[src/rtl/tnoc_packet_arbiter_pkg.sv]
// Shared types for the packet arbiter: flit bit offsets, flit type and arbiter state.
// Latency: n/a (types and constants only).
// Backpressure: n/a.
package tnoc_packet_arbiter_pkg;

    localparam int FLIT_TYPE_BIT = 0;
    localparam int HEAD_BIT      = 1;
    localparam int TAIL_BIT      = 2;

    typedef enum logic {
        FLIT_HEADER  = 1'b0,
        FLIT_PAYLOAD = 1'b1
    } flit_type_e;

    typedef enum logic {
        IDLE   = 1'b0,
        LOCKED = 1'b1
    } arb_state_e;

endpackage

[src/rtl/tnoc_round_robin_picker.sv]
// One-hot round-robin winner: search starts at ptr, wraps modulo N, first request wins.
// Latency: combinational.
// Backpressure: none; caller decides when the pick is consumed.
module tnoc_round_robin_picker #(
    parameter int N  = 2,
    parameter int IW = (N > 1) ? $clog2(N) : 1
) (
    input  logic [N-1:0]  req,
    input  logic [IW-1:0] ptr,
    output logic [N-1:0]  grant,
    output logic [IW-1:0] winner
);

    logic [IW:0]   sum;
    logic [IW-1:0] idx;
    logic          found;

    always_comb begin
        grant  = '0;
        winner = '0;
        found  = 1'b0;
        sum    = '0;
        idx    = '0;
        for (int i = 0; i < N; i++) begin
            sum = {1'b0, ptr} + (IW+1)'(i);
            if (sum >= (IW+1)'(N)) begin
                sum = sum - (IW+1)'(N);
            end
            idx = sum[IW-1:0];
            if (!found && req[idx]) begin
                found      = 1'b1;
                grant[idx] = 1'b1;
                winner     = idx;
            end
        end
    end

endmodule

[src/rtl/tnoc_packet_arbiter.sv]
// Packet-granular round-robin arbiter; optional output skid slice under TNOC_PACKET_ARBITER_OUTPUT_SLICE_EN.
// Latency: first flit 1 cycle after eligible valid (2 with slice); one idle bubble after each tail.
// Backpressure: valid/ready; owner's o_ready follows i_ready (slice: slice-not-full), others held at 0.
module tnoc_packet_arbiter
    import tnoc_packet_arbiter_pkg::*;
#(
    parameter int REQUESTERS = 2,
    parameter int FLIT_WIDTH = 32
) (
    input  logic                             i_clk,
    input  logic                             i_rst,
    input  logic [REQUESTERS-1:0]            i_valid,
    output logic [REQUESTERS-1:0]            o_ready,
    input  logic [REQUESTERS*FLIT_WIDTH-1:0] i_flit,
    output logic                             o_valid,
    input  logic                             i_ready,
    output logic [FLIT_WIDTH-1:0]            o_flit,
    output logic [REQUESTERS-1:0]            o_grant,
    output logic                             o_busy
);

    localparam int IW = (REQUESTERS > 1) ? $clog2(REQUESTERS) : 1;

    arb_state_e              state;
    logic [IW-1:0]           ptr;
    logic [IW-1:0]           winner;
    logic [IW-1:0]           ptr_next;
    logic [REQUESTERS-1:0]   pick;
    // One-hot owner register; zero whenever no packet is locked.
    logic [REQUESTERS-1:0]   grant_q;
    logic [FLIT_WIDTH-1:0]   owner_flit;
    logic                    owner_vld;
    logic                    owner_acc;

    tnoc_round_robin_picker #(
        .N  (REQUESTERS),
        .IW (IW)
    ) u_picker (
        .req    (i_valid),
        .ptr    (ptr),
        .grant  (pick),
        .winner (winner)
    );

    assign ptr_next = (winner == IW'(REQUESTERS-1)) ? '0 : winner + 1'b1;

    always_comb begin
        owner_flit = '0;
        for (int k = 0; k < REQUESTERS; k++) begin
            if (grant_q[k]) begin
                owner_flit = i_flit[k*FLIT_WIDTH +: FLIT_WIDTH];
            end
        end
    end

    assign owner_vld = |(i_valid & grant_q);

    always_ff @(posedge i_clk or posedge i_rst) begin
        if (i_rst) begin
            state   <= IDLE;
            ptr     <= '0;
            grant_q <= '0;
            o_busy  <= 1'b0;
        end else begin
            case (state)
                IDLE: begin
                    if (|i_valid) begin
                        state   <= LOCKED;
                        grant_q <= pick;
                        ptr     <= ptr_next;
                        o_busy  <= 1'b1;
                    end
                end
                LOCKED: begin
                    if (owner_vld && owner_acc && owner_flit[TAIL_BIT]) begin
                        state   <= IDLE;
                        grant_q <= '0;
                        o_busy  <= 1'b0;
                    end
                end
                default: begin
                    state   <= IDLE;
                    grant_q <= '0;
                    o_busy  <= 1'b0;
                end
            endcase
        end
    end

`ifdef TNOC_PACKET_ARBITER_OUTPUT_SLICE_EN
    logic [FLIT_WIDTH-1:0] slice_flit  [2];
    logic [REQUESTERS-1:0] slice_grant [2];
    logic [1:0]            slice_cnt;
    logic                  slice_wr_ptr;
    logic                  slice_rd_ptr;
    logic                  slice_full;
    logic                  slice_wr;
    logic                  slice_rd;

    // Two entries let the owner keep streaming while a stalled flit waits downstream.
    assign slice_full = (slice_cnt == 2'd2);
    assign owner_acc  = !slice_full;
    assign slice_wr   = owner_vld && !slice_full;
    assign slice_rd   = o_valid && i_ready;

    always_ff @(posedge i_clk or posedge i_rst) begin
        if (i_rst) begin
            slice_cnt    <= '0;
            slice_wr_ptr <= 1'b0;
            slice_rd_ptr <= 1'b0;
            for (int i = 0; i < 2; i++) begin
                slice_flit[i]  <= '0;
                slice_grant[i] <= '0;
            end
        end else begin
            if (slice_wr) begin
                slice_flit[slice_wr_ptr]  <= owner_flit;
                slice_grant[slice_wr_ptr] <= grant_q;
                slice_wr_ptr              <= ~slice_wr_ptr;
            end
            if (slice_rd) begin
                slice_rd_ptr <= ~slice_rd_ptr;
            end
            slice_cnt <= slice_cnt + {1'b0, slice_wr} - {1'b0, slice_rd};
        end
    end

    assign o_valid = (slice_cnt != 2'd0);
    assign o_flit  = o_valid ? slice_flit[slice_rd_ptr]  : '0;
    assign o_grant = o_valid ? slice_grant[slice_rd_ptr] : '0;
    assign o_ready = grant_q & {REQUESTERS{!slice_full}};
`else
    assign owner_acc = i_ready;
    assign o_valid   = owner_vld;
    assign o_flit    = owner_flit;
    assign o_grant   = grant_q;
    assign o_ready   = grant_q & {REQUESTERS{i_ready}};
`endif

endmodule

[config.mk]
export PLATFORM = sky130hd
export DESIGN_NAME = tnoc_packet_arbiter
export DESIGN_NICKNAME = d
export VERILOG_FILES = /design/src/rtl/tnoc_packet_arbiter_pkg.sv /design/src/rtl/tnoc_round_robin_picker.sv /design/src/rtl/tnoc_packet_arbiter.sv
export SDC_FILE = /design/constraint.sdc
export NUM_CORES = 1
export LEC_CHECK = 0
export BUFFER_PORTS_ARGS = -buffer_cell sky130_fd_sc_hd__buf_2
export CAP_MARGIN = 20
export CORE_MARGIN = 5
export CORE_UTILIZATION = 28
export CTS_CLUSTER_SIZE = 10
export DETAILED_ROUTE_END_ITERATION = 10
export PLACE_DENSITY = 0.79
export SYNTH_ARGS = -nofsm -noshare
export SYNTH_HDL_FRONTEND = slang
export SYNTH_HIERARCHICAL = 1
export SYNTH_SLANG_ARGS = --single-unit
[constraint.sdc]
create_clock -name i_clk -period 1.6 [get_ports i_clk]
set_clock_uncertainty 0.15 [all_clocks]
set_input_delay 0.48 -clock i_clk [delete_from_list [all_inputs] [get_ports i_clk]]
set_output_delay 0.48 -clock i_clk [all_outputs]
set_load 0.02 [all_outputs]
=== Yosys cells after proc, flatten, opt, wreduce, memory -nomap -nowiden ===
Cells that the tools add are included.

* Register bits after elaboration: 5
* Output and inout port bits: 38

* $add $sub $neg: 4
* $lt $le $gt $ge: 6
* Equal/unequal tests: 2
* Multiplexer cells: 27
* Bitwise operators: 4
* Reductions and logical operators: 10

{| class="wikitable"
|+ Operator list
! operator !! count
|-
| two-way mux 32 bit || 2
|-
| two-way mux 1 bit || 16
|-
| two-way mux 2 bit || 4
|-
| logical AND 1 bit || 5
|-
| AND 2 bit || 2
|-
| < comparator 1 x 2 -> 1 bit (second input constant) || 2
|-
| one-hot mux 1 bit (2 select lines) || 2
|-
| one-hot mux 2 bit (2 select lines) || 1
|-
| AND reduction 2 bit || 2
|-
| OR reduction 2 bit || 2
|-
| adder 1 x 1 -> 2 bit (second input constant) || 1
|-
| demux 1 bit (select 1 bit) || 2
|-
| >= comparator 1 bit (second input constant) || 2
|-
| >= comparator 1 x 2 -> 1 bit (second input constant) || 1
|-
| >= comparator 2 bit (second input constant) || 1
|-
| != test 2 x 1 -> 1 bit (second input constant) || 1
|-
| != test 2 bit (second input constant) || 1
|-
| bitwise OR 2 bit || 1
|-
| subtractor 1 bit (second input constant) || 2
|-
| adder 1 bit (second input constant) || 1
|-
| zero test 1 bit || 1
|-
| inverter 1 bit || 1
|}

=== Longest topological paths before layout ===
Gate-level depths: netlist (run 1).

* Word-level depth: 11
* Gate-level depth with buffers: 4
* Depth with buffers taken out: 3

=== Cells and area by module ===
The synthesis (run 1) kept the hierarchy.

{| class="wikitable"
|+ By module, submodules not included
! module !! instances !! cells an instance !! area an instance (sq um) !! sequential area each (sq um)
|-
| tnoc_packet_arbiter || 1 || 68 || 655.6 || 125.1
|-
| tnoc_round_robin_picker || 1 || 4 || 30.0 || 0.0
|}

=== Least setup slack after synthesis (run 1) ===
No wires, ideal clock.

* Path kind: reg2out
* Start: register grant_q[1] (netlist: o_grant[1])
* End: output port o_flit[24]
* Arrival: 1.178 ns
* Required time: 0.970 ns
* Slack: -0.208 ns
* Cell stages (with the launch flop): 4
* Path through: dfrtp_1 > buf_6 > clkbuf_1 > a22o_1

* Longest elaborated chain between the ends: 1

{| class="wikitable"
|+ Ends and longest elaborated chain
! item !! line !! source
|-
| start, declared || tnoc_packet_arbiter.sv:30 || <nowiki>logic [REQUESTERS-1:0] grant_q;</nowiki>
|-
| start signal, assigned || tnoc_packet_arbiter.sv:69 || <nowiki>grant_q <= pick;</nowiki>
|-
| two-way mux 32 bit || tnoc_packet_arbiter.sv:50 || <nowiki>if (grant_q[k]) begin</nowiki>
|-
| end, declared || tnoc_packet_arbiter.sv:17 || <nowiki>output logic [FLIT_WIDTH-1:0] o_flit,</nowiki>
|}

Every way passes these cells.

=== Worst setup path after layout (run 1) ===
* Start: register grant_q[1] (netlist: o_grant[1])
* End: output port o_flit[22]

The elaborated chain is that of the path after synthesis.

==> out/results.md, run 1 <==
| Item | This run |
|---|---|
| Result of the run | finished with violations |
| Violations in the final reports | negative setup slack |
| Area delta synth->final | 166.6% |
| First DRT Iteration DRCs | 55 |
| CTS tree | built |
| Critical path arrival | 1370 ps |
| Combinational family with the most area after synthesis | compound AO/OA/AOI/OAI gates |
| Instance area after placement | 1544 sq um |
| Smallest hold slack | 419.4 ps |
| Post-synthesis share of cell area spent on and, or, nand and nor gates | 13.69% |
| Combined area of the multi-input logic cells | 728.2 sq um |
| Maxcap violations | 0 |
| Fill cell count | 162 |
| Parity-gate share of the synthesized area counting xor and xnor cells | 0% |
| Max-slew violation count | 0 |
| Adder and majority cell fraction of the synthesized area | 0% |
| Dominant cell type by area after synthesis | a22o_2 |
| Post-route design area | 1828 sq um |
| Final setup violating endpoints | 40 |
| Fraction of post-synthesis cell area in the top cell type by area | 42.34% |
| Die outline area | 3538 sq um |
| Clock transition at the registers of the reported paths | 50 ps |
| Synth top area cells | a22o_2, dfrtp_1, buf_6 |
| Share of the yosys chip area belonging to registers | 18.25% |
| Compound-gate portion of the synthesized area | 57.48% |
| Placer Congestion | 0.7557 |
| CTS Buffer Depth | 2 |
| Most frequent standard cell in the layout excluding fill and tap cells | buf_2 |
| Peak clock frequency supported by timing | 0.5008 GHz |
| Post-synthesis net count | 141 |
| Endpoint kind of the worst setup timing path | output port |
| Setup repair after global routing missed its margin | yes |
| Starting density of the core | 28.45% |
| Final routed wirelength across all metal layers | 4064 um |
| Share of post-route cells with drive strength above 1 | 85.71% |
| Leakage power total | 1.029 nW |
| Vertical die dimension | 59.49 um |
| Maximum number of pins on one net before global-route repair | 17 |
| Minimum clock period after layout | 1997 ps |
| Startpoint of the tightest hold check path | o_busy$_DFFE_PP0P_ |
| Count of distinct cell types in the synthesized netlist | 23 |
| Flop pwr share | 6.6% |
| Setup slack after layout | -396.8 ps |
| Clk Latency, worst-skew pair | 240 ps |
| Data required time of the worst path | 970 ps |
| Mean cell area of the mapped netlist | 9.523 sq um |
| Metal2 WL | 2409 um |
| Number of antenna cells inserted | 0 |
| Share of cell area taken by muxes after synthesis | 0% |
| Combinational Power Share | 89.3% |
| Sink of the worst hold path | o_busy$_DFFE_PP0P_ |
| Count of H-tree levels built during CTS | 1 |
| Type of the most critical hold path | reg -> reg |
| Number of ports placed on the die boundary | 107 |
| HPWL reported at the end of detailed placement | 2805 um |
| Metal1 wirelength | 1255 um |
| Startpoint of the worst register-to-register path | o_grant[1]$_DFFE_PP0P_ |
| Number of flip-flops and latches in the synthesized netlist | 5 |
| Post-DR vias/cell | 5.114 |
| Cts bufs inserted | 3 |
| Net switching component of the power | 1.663 mW |
| Wire length of the first global-routing pass | 5561 um |
| Vias after detailed routing | 1120 |
| Overall power of the completed layout | 3.734 mW |
| Final period utilization | 124.8% |
| Cell Rows | 18 |
| Worst reg2reg path endpoint | o_grant[0]$_DFFE_PP0P_ |
| Clock share of power | 4.1% |
| Max Fanout on Critical Path | 16 |
| Congestion Overflow GR | 0 |
| Detailed Routing Iterations Pass 1 | 5 |
| Placed cell count | 210 |
| Max transition margin | 74.30% |
| Worst Path Class, Setup | reg -> out |
| Highest layer used for signal routing | met4 |
| Syn Inst Count | 72 |
| Placeable core area | 2410 sq um |
| Sum of negative setup slack | -12250 ps |
| CTS root buffer | clkbuf_4 |
| Dominant register cell in the synthesized netlist | dfrtp_1 |
| Pin slew with the least headroom to its limit | 384.7 ps |
| Non-filler instance count after layout | 219 |
| Switching part of the total | 44.55% |
| Power per unit of standard cell area | 2042 nW/um^2 |
| Summed instance area of the synthesized netlist | 685.7 sq um |
| Layout Nets | 259 |
| Sequential cell area | 127.6 sq um |
| Antenna-violating nets left | 0 |
| Number of cell instances on the worst register-to-register path | 7 |
| Port buffer count | 106 |
| Commonest non-fill, non-tap cells in the layout | buf_2, buf_6, a22o_4 |
| Antenna violations before repair | 0 |
| Power Internal | 2.070 mW |
| Number of synthesis warnings | 6 |
| Global router's overall resource usage | 20.76% |
| Met3 wire length | 356 um |
| Number of enable-type register cells in the synthesized netlist | 0 |
| Clock net sink count | 5 |
| Final Hold Violating Endpoints | 0 |
| Vias in the first global route | 1237 |
| Hold Path Stages | 2 |
| Worst setup SP type | flip-flop |
| Setup slack on the worst flop-to-flop path | -200 ps |
| Worst vdd ir | 0.001202 V |
| Number of remaining DRC errors | 0 |
| Die X-Extent | 59.49 um |
| Share of async-settable or async-resettable flops after synthesis | 100.0% |
| Wire length per cell after detailed routing | 18.56 um |
==> layer usage <==
| layer | global-route usage [%] | up-vias |
|---|---|---|
| li1 | - | 517 |
| met1 | 21.63 | 522 |
| met2 | 41.19 | 75 |
| met3 | 2.832 | 6 |
| met4 | 7.120 | 0 |
| met5 | 0 | - |
==> what timing repair did <==
item                                    4_1_cts  5_1_grt
pin swaps                                     3        2
endpoints found under the setup margin       37       40
cloned                                        2        0
hold endpoints to repair                      5        0
gates resized for setup                      43       35
hold buffers                                  1        0
setup buffers                                 5        1
==> how the worst max path moves through the flow <==
stage                            end                   start  slack [ps]
after detailed placement  o_flit[22]  o_grant[1]$_DFFE_PP0P_        -150
after CTS                 o_flit[20]  o_grant[1]$_DFFE_PP0P_        -400
after floorplan            o_flit[0]  o_grant[1]$_DFFE_PP0P_        -100
final                     o_flit[22]  o_grant[1]$_DFFE_PP0P_        -400
after global placement    o_flit[22]  o_grant[1]$_DFFE_PP0P_        -110
after global routing      o_flit[22]  o_grant[1]$_DFFE_PP0P_        -450
==> synthesized netlist by cell type, types with 2 or more instances <==
library cell,n
clkbuf_1,2
a22o_2,29
dfrtp_1,5
a22o_1,2
a21boi_1,2
nor2_1,3
o2bb2ai_1,2
buf_6,4
nand2_1,6
inv_1,4
==> worst max-delay path, stage by stage (launching register included) <==
cell and delay (ps):
dfrtp_2 460, nor2b_4 190, buf_12 180, a22o_1 150
buf_4 140
==> sequential cells by signal, indices dropped and copies added (netlist names) <==
register	flops
o_busy	1
ptr	1
state	1
o_grant	2
==> kinds of logic after synthesis <==
group / after synthesis
AO/OA/AOI/OAI: 41
AND/OR/NAND/NOR: 15
buffers and inverters: 11
flip-flops: 5
==> per-stage QoR <==
step           utilization, %  setup WS, ps
6_report                75.86        -396.8
5_1_grt                 75.86        -451.5
4_1_cts                 74.71        -398.3
3_5_place_dp            64.07        -147.2
3_3_place_gp            64.07        -106.5
2_1_floorplan               -        -96.08
==> final cells by class <==
cell class,instances,share of cell area [%]
Timing Repair Buffer,120,48.87
Inverter,4,0.8214
Tap cell,30,2.053
Clock buffer,4,1.437
Multi-Input combinational cell,56,39.84
Sequential cell,5,6.982
==> power by group through the flow <==
stage | Sequential [mW] | Combinational [mW] | Clock, mW
floorplan | 0.274 | 1.88 | 0
global placement | 0.233 | 2.59 | 0
detailed placement | 0.241 | 2.65 | 0
CTS | 0.232 | 3.26 | 0.156
global route | 0.254 | 3.48 | 0.174
finish | 0.246 | 3.33 | 0.154
Note: power is estimated with default switching activity, not from simulation.
==> run 2, diff against run 1 <==
--- a/config.mk
+++ b/config.mk
@@ -5,13 +5,15 @@
 export SDC_FILE = /design/constraint.sdc
 export NUM_CORES = 1
 export LEC_CHECK = 0
-export BUFFER_PORTS_ARGS = -buffer_cell sky130_fd_sc_hd__buf_2
 export CAP_MARGIN = 20
-export CORE_MARGIN = 5
-export CORE_UTILIZATION = 28
+export CORE_AREA = 5 5 42 44
 export CTS_CLUSTER_SIZE = 10
 export DETAILED_ROUTE_END_ITERATION = 10
-export PLACE_DENSITY = 0.79
+export DIE_AREA = 0 0 47 49
+export DONT_BUFFER_PORTS = 1
+export HOLD_SLACK_MARGIN = 0.12
+export PLACE_DENSITY = 0.67
+export SLEW_MARGIN = 5
 export SYNTH_ARGS = -nofsm -noshare
 export SYNTH_HDL_FRONTEND = slang
 export SYNTH_HIERARCHICAL = 1
==> out/results.md, run 2 (synthesis results as in run 1) <==
| Item | This run | Change |
|---|---|---|
| Power per unit of standard cell area | 2452 nW/um^2 | +20% |
| Metal2 WL | 1169 um | -51% |
| Clock transition at the registers of the reported paths | 40 ps | about the same |
| Max Fanout on Critical Path | 21 | +5 |
| Metal1 wirelength | 757 um | -40% |
| Critical path arrival | 1210 ps | -160 ps |
| Antenna-violating nets left | 0 | unchanged |
| Global router's overall resource usage | 17.89% | -2.9 points |
| Die X-Extent | 47 um | -21% |
| Switching part of the total | 51.36% | +6.8 points |
| Maximum number of pins on one net before global-route repair | 23 | +6 |
| Area delta synth->final | 53.47% |  |
| Maxcap violations | 0 | unchanged |
| Placeable core area | 1401 sq um | -42% |
| Data required time of the worst path | 970 ps | about the same |
| Minimum clock period after layout | 1844 ps | -153.2 ps |
| Power Internal | 1.255 mW | -39% |
| Clock net sink count | 5 | unchanged |
| Number of antenna cells inserted | 0 | unchanged |
| Port buffer count | 0 | -100% |
| Number of remaining DRC errors | 0 | unchanged |
| Type of the most critical hold path | in -> reg |  |
| Fill cell count | 98 | -40% |
| CTS Buffer Depth | 2 | unchanged |
| Commonest non-fill, non-tap cells in the layout | a22o_4, buf_4, nand2_1, buf_6 |  |
| Net switching component of the power | 1.325 mW | -20% |
| Vertical die dimension | 49 um | -18% |
| Pin slew with the least headroom to its limit | 338.6 ps | -46.14 ps |
| Number of ports placed on the die boundary | 107 | unchanged |
| Combinational Power Share | 84.5% | -4.8 points |
| Die outline area | 2303 sq um | -35% |
| Placer Congestion | 0.7437 | -1.6% |
| Most frequent standard cell in the layout excluding fill and tap cells | a22o_4 |  |
| Antenna violations before repair | 0 | unchanged |
| Final Hold Violating Endpoints | 0 | unchanged |
| Worst setup SP type | flip-flop |  |
| Overall power of the completed layout | 2.581 mW | -31% |
| Number of cell instances on the worst register-to-register path | 6 | -1 |
| Worst Path Class, Setup | reg -> out |  |
| Vias after detailed routing | 666 | -41% |
| Result of the run | finished with violations |  |
| Vias in the first global route | 651 | -47% |
| Number of flip-flops under the largest register name | 2 | unchanged |
| Wire length of the first global-routing pass | 3042 um | -45% |
| Cts bufs inserted | 3 | unchanged |
| Leakage power total | 0.5272 nW | -49% |
| Detailed Routing Iterations Pass 1 | 4 | -1 |
| Smallest hold slack | 247.7 ps | -171.7 ps |
| Clk Latency, worst-skew pair | 240 ps | about the same |
| CTS root buffer | clkbuf_4 |  |
| Share of post-route cells with drive strength above 1 | 70.37% | -15 points |
| Worst vdd ir | 0.001373 V | +14% |
| Met3 wire length | 258 um | -28% |
| Setup slack after layout | -243.6 ps | +153.2 ps |
| Post-DR vias/cell | 6.866 | +34% |
| Wire length per cell after detailed routing | 22.69 um | +22% |
| Setup repair after global routing missed its margin | yes |  |
| Cell Rows | 14 | -4 |
| Congestion Overflow GR | 0 | unchanged |
| Clock share of power | 5.6% | +1.5 points |
| Final setup violating endpoints | 37 | -7.5% |
| Hold Path Stages | 2 | unchanged |
| Final period utilization | 115.2% | -9.6 points |
| Count of H-tree levels built during CTS | 1 | unchanged |
| Layout Nets | 151 | -42% |
| HPWL reported at the end of detailed placement | 1920 um | -32% |
| Flop pwr share | 9.9% | +3.3 points |
| Starting density of the core | 48.93% | +20 points |
| CTS tree | built |  |
| Endpoint kind of the worst setup timing path | output port |  |
| First DRT Iteration DRCs | 5 | -91% |
| Violations in the final reports | negative setup slack |  |
| Max-slew violation count | 0 | unchanged |
| Max transition margin | 77.38% | +3.1 points |
| Final routed wirelength across all metal layers | 2201 um | -46% |
| Peak clock frequency supported by timing | 0.5424 GHz | +8.3% |
| Highest layer used for signal routing | met4 |  |
-- run 2: cell count changes in the layout (fill, tap and decap cells not counted), sizes merged --
cell,change
buf,-108
-- run 2: area by class of cell --
type	count	area (sq um)	share of cell area, %
sequential	5	127.6	12.13
multi-input combinational	56	743.2	70.63
clock buffer	4	26.28	2.497
inverter	4	15.01	1.427
timing repair buffer	12	120.1	11.41
tap	16	20.02	1.902
-- run 2: through the flow --
| stage | cells | area [sq um] | worst slack (ps) | util [%] | setup TNS [ps] |
|---|---|---|---|---|---|
| global route | 97 | 1052 | -305.9 | 75.09 | -10220 |
| global placement | 90 | 958.4 | -58.84 | 68.39 | -66.54 |
| finish | 97 | 1052 | -243.6 | 75.09 | -7851 |
| CTS | 97 | 1050 | -253.0 | 74.91 | -8267 |
| detailed placement | 90 | 958.4 | -91.84 | 68.39 | -470.8 |
| floorplan | 72 | 935.9 | -96.08 | - | -2980 |
-- run 2: timing repair --
action	CTS	global route
hold endpoints to repair	5	0
gates resized for setup	11	1
pin swaps	3	2
hold buffers	1	0
endpoints found under the setup margin	36	39
buffers inserted	2	0
-- run 2: path summary, 6_finish.rpt --
path	from	to	slack, ps
setup reg to reg	o_grant[1]$_DFFE_PP0P_	o_grant[0]$_DFFE_PP0P_	-10
max in group asynchronous	i_rst	o_grant[1]$_DFFE_PP0P_	690
setup / recovery	o_grant[1]$_DFFE_PP0P_	o_flit[3]	-240
hold / removal	i_valid[1]	state$_DFF_PP0_	250
min in group asynchronous	i_rst	o_busy$_DFFE_PP0P_	430
hold reg to reg	state$_DFF_PP0_	state$_DFF_PP0_	420
-- run 2: critical path, cell delays in order (launching register included) --
cell     delay [ps]
dfrtp_2         440
nor2b_4         160
buf_12          190
a22o_4          170
-- run 2: per-layer routing --
layer  GRT usage [%]  up-vias
met5               0        -
met4           7.834        0
met3           7.380        2
met2           29.19       58
met1           19.38      300
li1                -      306
-- run 2: power groups by stage --
stage | Combinational [mW] | Clock [mW] | Sequential, mW
2_1_floorplan | 1.88 | 0 | 0.274
3_3_place_gp | 2.06 | 0 | 0.244
3_5_place_dp | 2.07 | 0 | 0.255
4_1_cts | 2.19 | 0.152 | 0.256
5_1_grt | 2.28 | 0.173 | 0.266
6_report | 2.18 | 0.145 | 0.255
==> run 3, diff against run 2 <==
--- a/config.mk
+++ b/config.mk
@@ -6,13 +6,12 @@
 export NUM_CORES = 1
 export LEC_CHECK = 0
 export CAP_MARGIN = 20
-export CORE_AREA = 5 5 42 44
+export CORE_AREA = 2 2 42 44
 export CTS_CLUSTER_SIZE = 10
 export DETAILED_ROUTE_END_ITERATION = 10
-export DIE_AREA = 0 0 47 49
+export DIE_AREA = 0 0 44 46
 export DONT_BUFFER_PORTS = 1
 export HOLD_SLACK_MARGIN = 0.12
-export PLACE_DENSITY = 0.67
 export SLEW_MARGIN = 5
 export SYNTH_ARGS = -nofsm -noshare
 export SYNTH_HDL_FRONTEND = slang
==> out/results.md, run 3 (synthesis results as in run 1) <==
| Item | This run | Change |
|---|---|---|
| Placeable core area | 1614 sq um | +15% |
| Count of H-tree levels built during CTS | 1 | unchanged |
| Most frequent standard cell in the layout excluding fill and tap cells | a22o_4 |  |
| Commonest non-fill, non-tap cells in the layout | a22o_4, nand2_1, buf_4 |  |
| Setup slack after layout | -242.4 ps | +1.155 ps |
| Post-route design area | 1016 sq um | -3.4% |
| Sum of negative setup slack | -7910 ps | -59.28 ps |
| Number of flip-flops under the largest register name | 2 | unchanged |
| Max transition margin | 76.28% | -1.1 points |
| Worst vdd ir | 0.001201 V | -13% |
| Clk Latency, worst-skew pair | 240 ps | about the same |
| Final period utilization | 115.2% | about the same |
| Result of the run | finished with violations |  |
| Port buffer count | 0 | unchanged |
| CTS tree | built |  |
| Instance area after placement | 952.2 sq um | -0.65% |
| First DRT Iteration DRCs | 8 | +3 |
| Layout Nets | 148 | -2.0% |
| Final routed wirelength across all metal layers | 1917 um | -13% |
| Antenna-violating nets left | 0 | unchanged |
| Vias after detailed routing | 652 | -2.1% |
| Share of post-route cells with drive strength above 1 | 67.95% | -2.4 points |
| Max Fanout on Critical Path | 8 | -62% |
| Post-DR vias/cell | 6.863 | about the same |
| CTS root buffer | clkbuf_4 |  |
| Final Hold Violating Endpoints | 0 | unchanged |
| Number of ports placed on the die boundary | 107 | unchanged |
| Metal2 WL | 1123 um | -3.9% |
| Number of antenna cells inserted | 0 | unchanged |
| Post-CTS Repair Setup Buffers | 0 | -2 |
| Clock transition at the registers of the reported paths | 50 ps | about the same |
| Maxcap violations | 0 | unchanged |
| HPWL reported at the end of detailed placement | 1529 um | -20% |
| Vertical die dimension | 46 um | -6.1% |
| Worst Path Class, Setup | reg -> out |  |
| Type of the most critical hold path | in -> reg |  |
| Number of remaining DRC errors | 0 | unchanged |
| Violations in the final reports | negative setup slack |  |
| Wire length of the first global-routing pass | 2359 um | -22% |
| Worst setup SP type | flip-flop |  |
| Placed cell count | 90 | unchanged |
| Setup repair after global routing missed its margin | yes |  |
| Non-filler instance count after layout | 95 | -2.1% |
| Die outline area | 2024 sq um | -12% |
| Maximum number of pins on one net before global-route repair | 24 | +4.3% |
| Max-slew violation count | 0 | unchanged |
| Congestion Overflow GR | 0 | unchanged |
| Fill cell count | 135 | +38% |
| Leakage power total | 0.5067 nW | -3.9% |
| Die X-Extent | 44 um | -6.4% |
| Data required time of the worst path | 970 ps | about the same |
| Starting density of the core | 42.48% | -6.4 points |
| Vias in the first global route | 568 | -13% |
| Cell Rows | 15 | +1 |
| Core occupancy in the finished layout | 62.95% | -12 points |
| Cts bufs inserted | 3 | unchanged |
| Overall power of the completed layout | 2.474 mW | -4.1% |
| CTS Buffer Depth | 2 | unchanged |
| Clock net sink count | 5 | unchanged |
| Placer Congestion | 0.6688 | -10% |
| Final setup violating endpoints | 35 | -5.4% |
| Antenna violations before repair | 0 | unchanged |
| Sequential cell area | 127.6 sq um | unchanged |
| Met3 wire length | 185 um | -28% |
| Combined area of the multi-input logic cells | 735.7 sq um | -1.0% |
| Peak clock frequency supported by timing | 0.5428 GHz | about the same |
| Pin slew with the least headroom to its limit | 355.1 ps | +16.53 ps |
| Endpoint kind of the worst setup timing path | output port |  |
| Critical path arrival | 1210 ps | about the same |
| Area delta synth->final | 48.17% |  |
| Smallest hold slack | 223.5 ps | -24.17 ps |
| Power per unit of standard cell area | 2435 nW/um^2 | -0.69% |
| Metal1 wirelength | 594 um | -22% |
| Global router's overall resource usage | 16.03% | -1.9 points |
| Minimum clock period after layout | 1842 ps | -1.155 ps |
| Worst slack at placement | -70.98 ps | +20.86 ps |
| Highest layer used for signal routing | met4 |  |
| Detailed Routing Iterations Pass 1 | 3 | -1 |
| Wire length per cell after detailed routing | 20.18 um | -11% |
==> run 3: changes by cell type in the layout (fill, tap and decap cells not counted), sizes merged <==
cell / previous run / this run
buf: 11 / 8
==> run 3: layout make-up <==
class,count,share of cell area [%]
Clock buffer,4,2.586
Inverter,4,1.478
Multi-Input combinational cell,56,72.41
Sequential cell,5,12.56
Tap cell,17,2.094
Timing Repair Buffer,9,8.867
==> run 3: what timing repair did <==
item,in CTS,in global routing
endpoints found under the hold margin,5,0
gates resized for setup,7,1
setup endpoints to repair,37,38
hold buffers,1,0
==> run 3: final timing paths <==
| path | cells after the start | to | slack (ps) | start |
|---|---|---|---|---|
| worst max-delay path | 3 | o_flit[25] | -240 | o_grant[0]$_DFFE_PP0P_ |
| worst min-delay path | 2 | state$_DFF_PP0_ | 220 | i_valid[1] |
| worst max register to register | 5 | o_grant[0]$_DFFE_PP0P_ | -10 | o_grant[1]$_DFFE_PP0P_ |
| worst min register to register | 2 | ptr$_DFFE_PP0P_ | 390 | ptr$_DFFE_PP0P_ |
| max in group asynchronous | 2 | o_grant[0]$_DFFE_PP0P_ | 690 | i_rst |
| min in group asynchronous | 2 | o_grant[1]$_DFFE_PP0P_ | 430 | i_rst |
==> run 3: metal layers <==
metal | track usage [%] | up-vias
met5 | 0 | -
met4 | 7.273 | 0
met3 | 3.175 | 2
met2 | 30.88 | 54
met1 | 16.51 | 301
li1 | - | 295
==> run 3: report_power, final <==
group	leakage, nW	total [mW]	internal (mW)	switching (mW)
clock	0.0150	0.153	0.0947	0.0580
combinational	0.436	2.08	0.906	1.17
sequential	0.0557	0.245	0.181	0.0640
==> run 3: worst max-delay path, stage by stage (launching register included) <==
cell     delay, ps
dfrtp_2        400
nor2b_4        140
buf_4          170
a22o_4         250
